### src/rtl/lsu_pkg.sv
// Shared types for the load/store unit.
// Size codes, FSM state encoding and default memory size.
package lsu_pkg;

  localparam int LSU_ADDR_LIMIT = 256;

  localparam logic [1:0] SZ_B = 2'd0;
  localparam logic [1:0] SZ_H = 2'd1;
  localparam logic [1:0] SZ_W = 2'd2;
  localparam logic [1:0] SZ_D = 2'd3;

  typedef enum logic [1:0] {
    IDLE = 2'd0,
    RD   = 2'd1,
    WR   = 2'd2,
    RESP = 2'd3
  } lsu_state_e;

endpackage

### src/rtl/lsu_align.sv
// Load extraction/extension and store merge for 8-byte memory words.
// in: raw dword, size, unsigned, wdata; out: load_val, merged.
module lsu_align
  import lsu_pkg::*;
#(
  parameter int XLEN = 64
) (
  input  logic [XLEN-1:0] raw,
  input  logic [1:0]      size,
  input  logic            uns,
  input  logic [XLEN-1:0] wdata,
  output logic [XLEN-1:0] load_val,
  output logic [XLEN-1:0] merged
);

  logic sb;
  logic sh;
  logic sw;

  assign sb = ~uns & raw[7];
  assign sh = ~uns & raw[15];
  assign sw = ~uns & raw[31];

  always_comb begin
    load_val = raw;
    merged   = wdata;
    unique case (size)
      SZ_B: begin
        load_val = {{(XLEN-8){sb}}, raw[7:0]};
        merged   = {raw[XLEN-1:8], wdata[7:0]};
      end
      SZ_H: begin
        load_val = {{(XLEN-16){sh}}, raw[15:0]};
        merged   = {raw[XLEN-1:16], wdata[15:0]};
      end
      SZ_W: begin
        load_val = {{(XLEN-32){sw}}, raw[31:0]};
        merged   = {raw[XLEN-1:32], wdata[31:0]};
      end
      SZ_D: begin
        load_val = raw;
        merged   = wdata;
      end
    endcase
  end

endmodule

### src/rtl/load_store_unit.sv
// Multi-cycle load/store initiator onto a full-dword memory.
// Ports: req_* from execute, resp_* back, mem_* to data memory.
module load_store_unit
  import lsu_pkg::*;
#(
  parameter int ADDR_LIMIT = LSU_ADDR_LIMIT,
  parameter int XLEN       = 64
) (
  input  logic            clk,
  input  logic            reset_n,
  input  logic            req_valid,
  output logic            req_ready,
  input  logic            req_write,
  input  logic [1:0]      req_size,
  input  logic            req_unsigned,
  input  logic [XLEN-1:0] req_addr,
  input  logic [XLEN-1:0] req_wdata,
  output logic            resp_valid,
  output logic [XLEN-1:0] resp_rdata,
  output logic            resp_fault,
  output logic [XLEN-1:0] mem_addr,
  output logic [XLEN-1:0] mem_wdata,
  output logic            mem_read,
  output logic            mem_write,
  input  logic [XLEN-1:0] mem_rdata
);

  localparam logic [XLEN-1:0] MAX_BASE =
    XLEN'(ADDR_LIMIT - 8);

  lsu_state_e state_q;
  lsu_state_e state_d;

  logic            write_q;
  logic [1:0]      size_q;
  logic            uns_q;
  logic [XLEN-1:0] addr_q;
  logic [XLEN-1:0] wdata_q;
  logic [XLEN-1:0] merged_q;
  logic [XLEN-1:0] rdata_q;
  logic            fault_q;

  logic            accept;
  logic            bad_addr;
  logic [XLEN-1:0] load_val;
  logic [XLEN-1:0] merged;

  assign accept   = (state_q == IDLE) & req_valid;
  assign bad_addr = req_addr > MAX_BASE;

  lsu_align #(
    .XLEN (XLEN)
  ) u_align (
    .raw      (mem_rdata),
    .size     (size_q),
    .uns      (uns_q),
    .wdata    (wdata_q),
    .load_val (load_val),
    .merged   (merged)
  );

  always_ff @(posedge clk or negedge reset_n) begin
    if (!reset_n) state_q <= IDLE;
    else          state_q <= state_d;
  end

  always_comb begin
    state_d = state_q;
    unique case (state_q)
      IDLE: begin
        if (req_valid) begin
          if (bad_addr)
            state_d = RESP;
          else if (req_write && req_size == SZ_D)
            state_d = WR;
          else
            state_d = RD;
        end
      end
      RD:      state_d = write_q ? WR : RESP;
      WR:      state_d = RESP;
      RESP:    state_d = IDLE;
      default: state_d = IDLE;
    endcase
  end

  always_ff @(posedge clk or negedge reset_n) begin
    if (!reset_n) begin
      write_q  <= 1'b0;
      size_q   <= SZ_B;
      uns_q    <= 1'b0;
      addr_q   <= '0;
      wdata_q  <= '0;
      merged_q <= '0;
      rdata_q  <= '0;
      fault_q  <= 1'b0;
    end else begin
      if (accept) begin
        write_q <= req_write;
        size_q  <= req_size;
        uns_q   <= req_unsigned;
        addr_q  <= req_addr;
        wdata_q <= req_wdata;
        if (bad_addr) begin
          rdata_q <= '0;
          fault_q <= 1'b1;
        end
      end
      if (state_q == RD) begin
        if (write_q) begin
          merged_q <= merged;
        end else begin
          rdata_q <= load_val;
          fault_q <= 1'b0;
        end
      end
      if (state_q == WR) begin
        rdata_q <= '0;
        fault_q <= 1'b0;
      end
    end
  end

  assign req_ready  = state_q == IDLE;
  assign resp_valid = state_q == RESP;
  assign mem_read   = state_q == RD;
  assign mem_write  = state_q == WR;
  assign mem_addr   = addr_q;
  assign mem_wdata  = (size_q == SZ_D) ? wdata_q : merged_q;
  assign resp_rdata = rdata_q;
  assign resp_fault = fault_q;

endmodule

### config.mk
export PLATFORM = sky130hd
export DESIGN_NAME = load_store_unit
export DESIGN_NICKNAME = d
export VERILOG_FILES = /design/src/rtl/lsu_pkg.sv /design/src/rtl/lsu_align.sv /design/src/rtl/load_store_unit.sv
export SDC_FILE = /design/constraint.sdc
export NUM_CORES = 1
export LEC_CHECK = 0
export ABC_CLOCK_PERIOD_IN_PS = 2200
export CAP_MARGIN = 30
export CORE_MARGIN = 2
export CORE_UTILIZATION = 29
export CTS_BUF_LIST = sky130_fd_sc_hd__clkbuf_4
export DETAILED_ROUTE_END_ITERATION = 8
export PLACE_DENSITY = 0.65
export SETUP_SLACK_MARGIN = 0.15
export SLEW_MARGIN = 25
export SYNTH_ARGS = -nofsm -noshare
export SYNTH_HDL_FRONTEND = slang
export SYNTH_SLANG_ARGS = --single-unit
export TNS_END_PERCENT = 5
### constraint.sdc
create_clock -name clk -period 2.2 [get_ports clk]
set_clock_uncertainty 0.1 [all_clocks]
set_input_delay 0.33 -clock clk [delete_from_list [all_inputs] [get_ports clk]]
set_output_delay 0.33 -clock clk [all_outputs]
set_load 0.01 [all_outputs]
---- Word-level counts from Yosys, hierarchy flattened ----
Cells that the tools add are included.
cells by class
  order comparisons ....................... 1
  equal/unequal tests ..................... 8
  muxes and demuxes ....................... 18
  bitwise operators ....................... 5
  reductions and logical operators ........ 4
operator list
  cell                   number
  $pmux W64 S4           2
  $mux W64               6
  $gt A64 B8 Y1 const B  1
  $eq A2 B2 Y1 const B   5
  $pmux W2 S4            1
  $mux W1                6
  $mux W2                3
  $and A1 B1 Y1          4
  $eq A2 B1 Y1 const B   2
  $logic_not A2 Y1       2
  $ne A2 B2 Y1 const B   1
  $reduce_and A2 Y1      1
  $logic_and A1 B1 Y1    1
  $not A1 Y1             1
word-level totals
  bits in registers ....................... 263
  bits of input ports ..................... 199
  word-level logic and storage cells ...... 45

---- Longest topological paths before layout ----
  word-level depth ........................ 6
  depth in mapped cells ................... 8
  gate-level depth less buffers ........... 6

---- By module ----
A second synthesis with hierarchy kept.
unflattened totals
  cell total of the unflattened synthesis .. 1186
  area total of the unflattened synthesis .. 13705.6 sq um
by module, submodules not included
  module           instances  cells each  area each (sq um)  seq. area each (sq um)
  load_store_unit  1          971         12101.6            6581.3
  lsu_align        1          215         1604.0             0.0

---- Least setup slack after synthesis ----
OpenSTA, ideal clock, no wires.
  kind .................................... flip-flop to flip-flop
  start ................................... register state_q[0]
  end ..................................... register addr_q[0], in the netlist mem_addr[0]
  data arrival time ....................... 1.842 ns
  required time ........................... 1.975 ns
  slack ................................... 0.133 ns
  cell stages (with the launch flop) ...... 7
  buffers on the path ..................... 2
  cell sequence ........................... dfrtp_1 -> inv_1 -> ha_1 -> nand2_1 -> clkbuf_1 -> clkbuf_1 -> mux2_2
on the way
  word-level cells in the longest chain between the ends .. 2
ends and longest elaborated chain
  what                    line                    text
  start, declared         load_store_unit.sv:31   lsu_state_e state_q;
  start signal, assigned  load_store_unit.sv:64   else state_q <= state_d;
  $logic_not A2 Y1        n/a
  named net req_ready     load_store_unit.sv:12   output logic req_ready,
  $and A1 B1 Y1           load_store_unit.sv:48   assign accept = (state_q == IDLE) & req_valid;
  end signal, assigned    load_store_unit.sv:102  addr_q <= req_addr;
  end, declared           load_store_unit.sv:37   logic [XLEN-1:0] addr_q;
The timed path passes the listed nets, and every way through them passes these cells.
A chain may end at the register's enable or synchronous reset.

---- Worst setup path in the final report ----
  start ................................... register size_q[1]
  end ..................................... output mem_wdata[25]
on the way
  word-level cells in the longest chain between the ends .. 2
ends and longest elaborated chain
  what                    line                    text
  start, declared         load_store_unit.sv:35   logic [1:0] size_q;
  start signal, assigned  load_store_unit.sv:100  size_q <= req_size;
  $eq A2 B2 Y1            load_store_unit.sv:129  assign mem_wdata = (size_q == SZ_D) ? wdata_q : merged_q;
  $mux W64                load_store_unit.sv:129
  end, declared           load_store_unit.sv:22   output logic [XLEN-1:0] mem_wdata,
No other way between the ends.

==> flow_summary.toml <==
[finish]
final_nets = 1827
fin_cells = 2216
fin_area_sq_mm = 0.0188
final_layout_size_suffix_gt1_share_pct = 35.5
final_common_cell = "dfrtp_1"
final_cell_mix = "262 x dfrtp_1, 197 x clkdlybuf4s50_1, 181 x nand2_1, 141 x mux2_2, 129 x dlygate4sd2_1"
area_growth_pct = 60.0
fill_cells = 3725

[power_and_ir_drop]
clkPwrFrac_pct = 17.2
combPwrFrac_pct = 53.3
p_switching_mw = 11.2
power.total_mw = 28.5
powerDensity_mw_per_mm2 = 1510
p_sw_share_pct = 39.2
p_seq_share_pct = 29.5
p_int_mw = 17.3
peakVddDrop_v = 0.000686
leakagePower_nw = 8.75

[placed_design]
dpl.hpwl_um = 29400
placed_cells = 2013
place_area_sq_mm = 0.0169
io_buffers = 395
pre_cts_ws_ps = -594
place_congestion = 0.817

[setup_path]
reg2reg_depth = 10
r2r_slack_ps = 180
crit_type = "reg2out"
worst_ep_required_time_ps = 1770
path_max_fanout = 8
startpoint_type = "flip-flop"
worst-endpoint-arrival_ps = 2070
end_kind = "output pin"
reg2reg_from = "size_q[1]"
r2r-end = "resp_rdata[42]"
startpoint = "size_q[1]"

[route]
vias = 10800
drc = 0
viasPerCell = 4.89
dr.pass1.iters = 5
wl_per_cell_um = 19.8
finalWirelength_um = 44000
drt_iter0_drc = 590
ant_nets = 0

[timing]
finalCriticalPeriod_ps = 2500
setup_slack_ps = -295
finalHoldViolCount = 0
slew_headroom_pct = 70.2
post-route-period-util_pct = 113
worst_pin_slew_ps = 443
finalSetupViolCount = 65
finalMaxSlewViolations = 0
rsz0062_at_grt = "true"
max_freq_ghz = 0.401

[synthesis]
synthCells = 1107
synth-seq-area-share_pct = 55.9
yosys_warnings = 0
synth_seq_cells = 263
synth_cell_type_count = 39
syn-num-nets = 1310
syn_area_per_cell_sq_um = 10.6
netlist_area_sq_mm = 0.0118

[global_route]
grt_pass1_wl_um = 65800
grt_pass1_vias = 11200
grt_max_degree = 55
antenna_found_initial = 10
gr-total-overflow = 0
gr-usage-all-layers_pct = 20.5

[hold_path]
hold_start = "mem_rdata[61]"
hold_end = "merged_q[61]"
hold_depth = 3
min_path_type = "in2reg"

[clocking]
clock_sinks = 263
cts_tree = "built"
clock_latency_ps = 760
clockBufferDepth = 3
root_buffer = "clkbuf_4"
clk_pin_slew_ps = 60
cts_made_buffers = 79
cts_max_level = 3

[run_status]
violations = "setup timing"
status = "complete, but fails checks"

[floorplanning]
placementRows = 73
io_pins = 396
core_area_sq_mm = 0.0399
initial_core_util_pct = 29.5
die_width_um = 206
fp.dieH_um = 206
die-area_sq_mm = 0.0422

[job]
drv_cap = 0
## Yosys cell counts, drive strengths merged
cell type,number,share of area (%)
nor3b,9,0.57
a21oi,75,3.2
nand3,9,0.38
or3,2,0.15
clkinv,1,0.032
nor2,69,2.2
and2,2,0.11
nand2b,2,0.11
o21ai,15,0.73
nor4,14,0.74
a32oi,8,0.59
a31oi,32,1.7
o21a,1,0.064
o221a,32,3.1
a211oi,8,0.51
a41oi,2,0.15
mux2,141,13
nor3,1,0.042
mux2i,24,2.0
and3,1,0.053
or2,2,0.11
a41o,1,0.085
o32ai,11,0.82
buf,21,0.96
clkbuf,62,2.0
ha,4,0.42
nand4,4,0.21
inv,13,0.41
nor2b,1,0.053
o211a,5,0.42
dfrtp,263,56
o311ai,1,0.074
a21boi,1,0.064
nand2,270,8.6
## metrics by stage
stage | utilization (%) | TNS [ps] | hold slack, ps
2_1_floorplan | - | 0 | -65.6
6_report | 47.2 | -14490 | 82.8
4_1_cts | 46.4 | -19820 | 3.00
3_3_place_gp | 42.3 | -35680 | 205
5_1_grt | 47.2 | -23360 | 10.9
3_5_place_dp | 42.3 | -33170 | 212
## critical path: stages (launching register included)
cell	delay, ps
dfrtp_2	430
and2_4	200
buf_6	120
buf_12	130
buf_16	140
nand2_1	90
nand2_2	70
buf_6	120
## cell type report
type                    instances  area [sq um]  area share, %
diodes                          8          20.0          0.106
clock buffers                 116           871           4.62
well taps                     525           657           3.49
multi-input cells             747          5200           27.6
clock inverters                24           156          0.830
repair buffers                519          5300           28.1
flip-flops and latches        263          6580           34.9
inverters                      14          52.6          0.279
## cell families (layout without fill, tap and decap cells)
family / Yosys count / after routing / share of synthesized area (%)
other: 0 / 8 / 0
buffers and inverters: 97 / 673 / 3.38
muxes: 165 / 165 / 15.5
DFF: 263 / 263 / 55.9
AOI/OAI and AO/OA: 192 / 192 / 11.5
and+or+nand+nor: 386 / 386 / 13.3
adders and majority gates: 4 / 4 / 0.425
## layer usage
metal | GRT usage, % | wire length [um]
met1 | 24.6 | 17600
met2 | 33.1 | 21100
met3 | 7.51 | 3850
met4 | 8.84 | 1390
met5 | 0 | 57
## registers in the layout (all words and copies together), names as in the netlist
register,count
resp_rdata,64
size_q,2
wdata_q,64
state_q,2
merged_q,64
write_q,1
mem_addr,64
resp_fault,1
uns_q,1
## power groups by stage
stage	Clock (mW)	Combinational [mW]	Sequential, mW
after floorplan	0	6.66	8.55
after global placement	0	13.9	8.31
after detailed placement	0	14.0	8.40
after CTS	5.08	14.6	8.36
after global routing	5.37	16.3	8.69
final	4.90	15.2	8.41
## how the worst max path moves through the flow
stage                                end  slack, ps  cells past startpoint
final                      mem_wdata[25]       -300                      7
after global routing       mem_wdata[25]       -430                      8
after CTS                  mem_wdata[13]       -350                      8
after detailed placement  resp_rdata[27]       -590                      9
after global placement    resp_rdata[33]       -590                      8
after floorplan              mem_addr[0]        130                      6
## what timing repair did
action | 4_1_cts | 5_1_grt
endpoints found under the hold margin | 272 | 0
endpoints found under the setup margin | 204 | 96
buffers inserted | 29 | 1
hold buffers | 12 | 0
resized for setup | 512 | 74
pin swaps | 52 | 24
gates cloned | 11 | 1
Power figures use the tool's default switching activity.
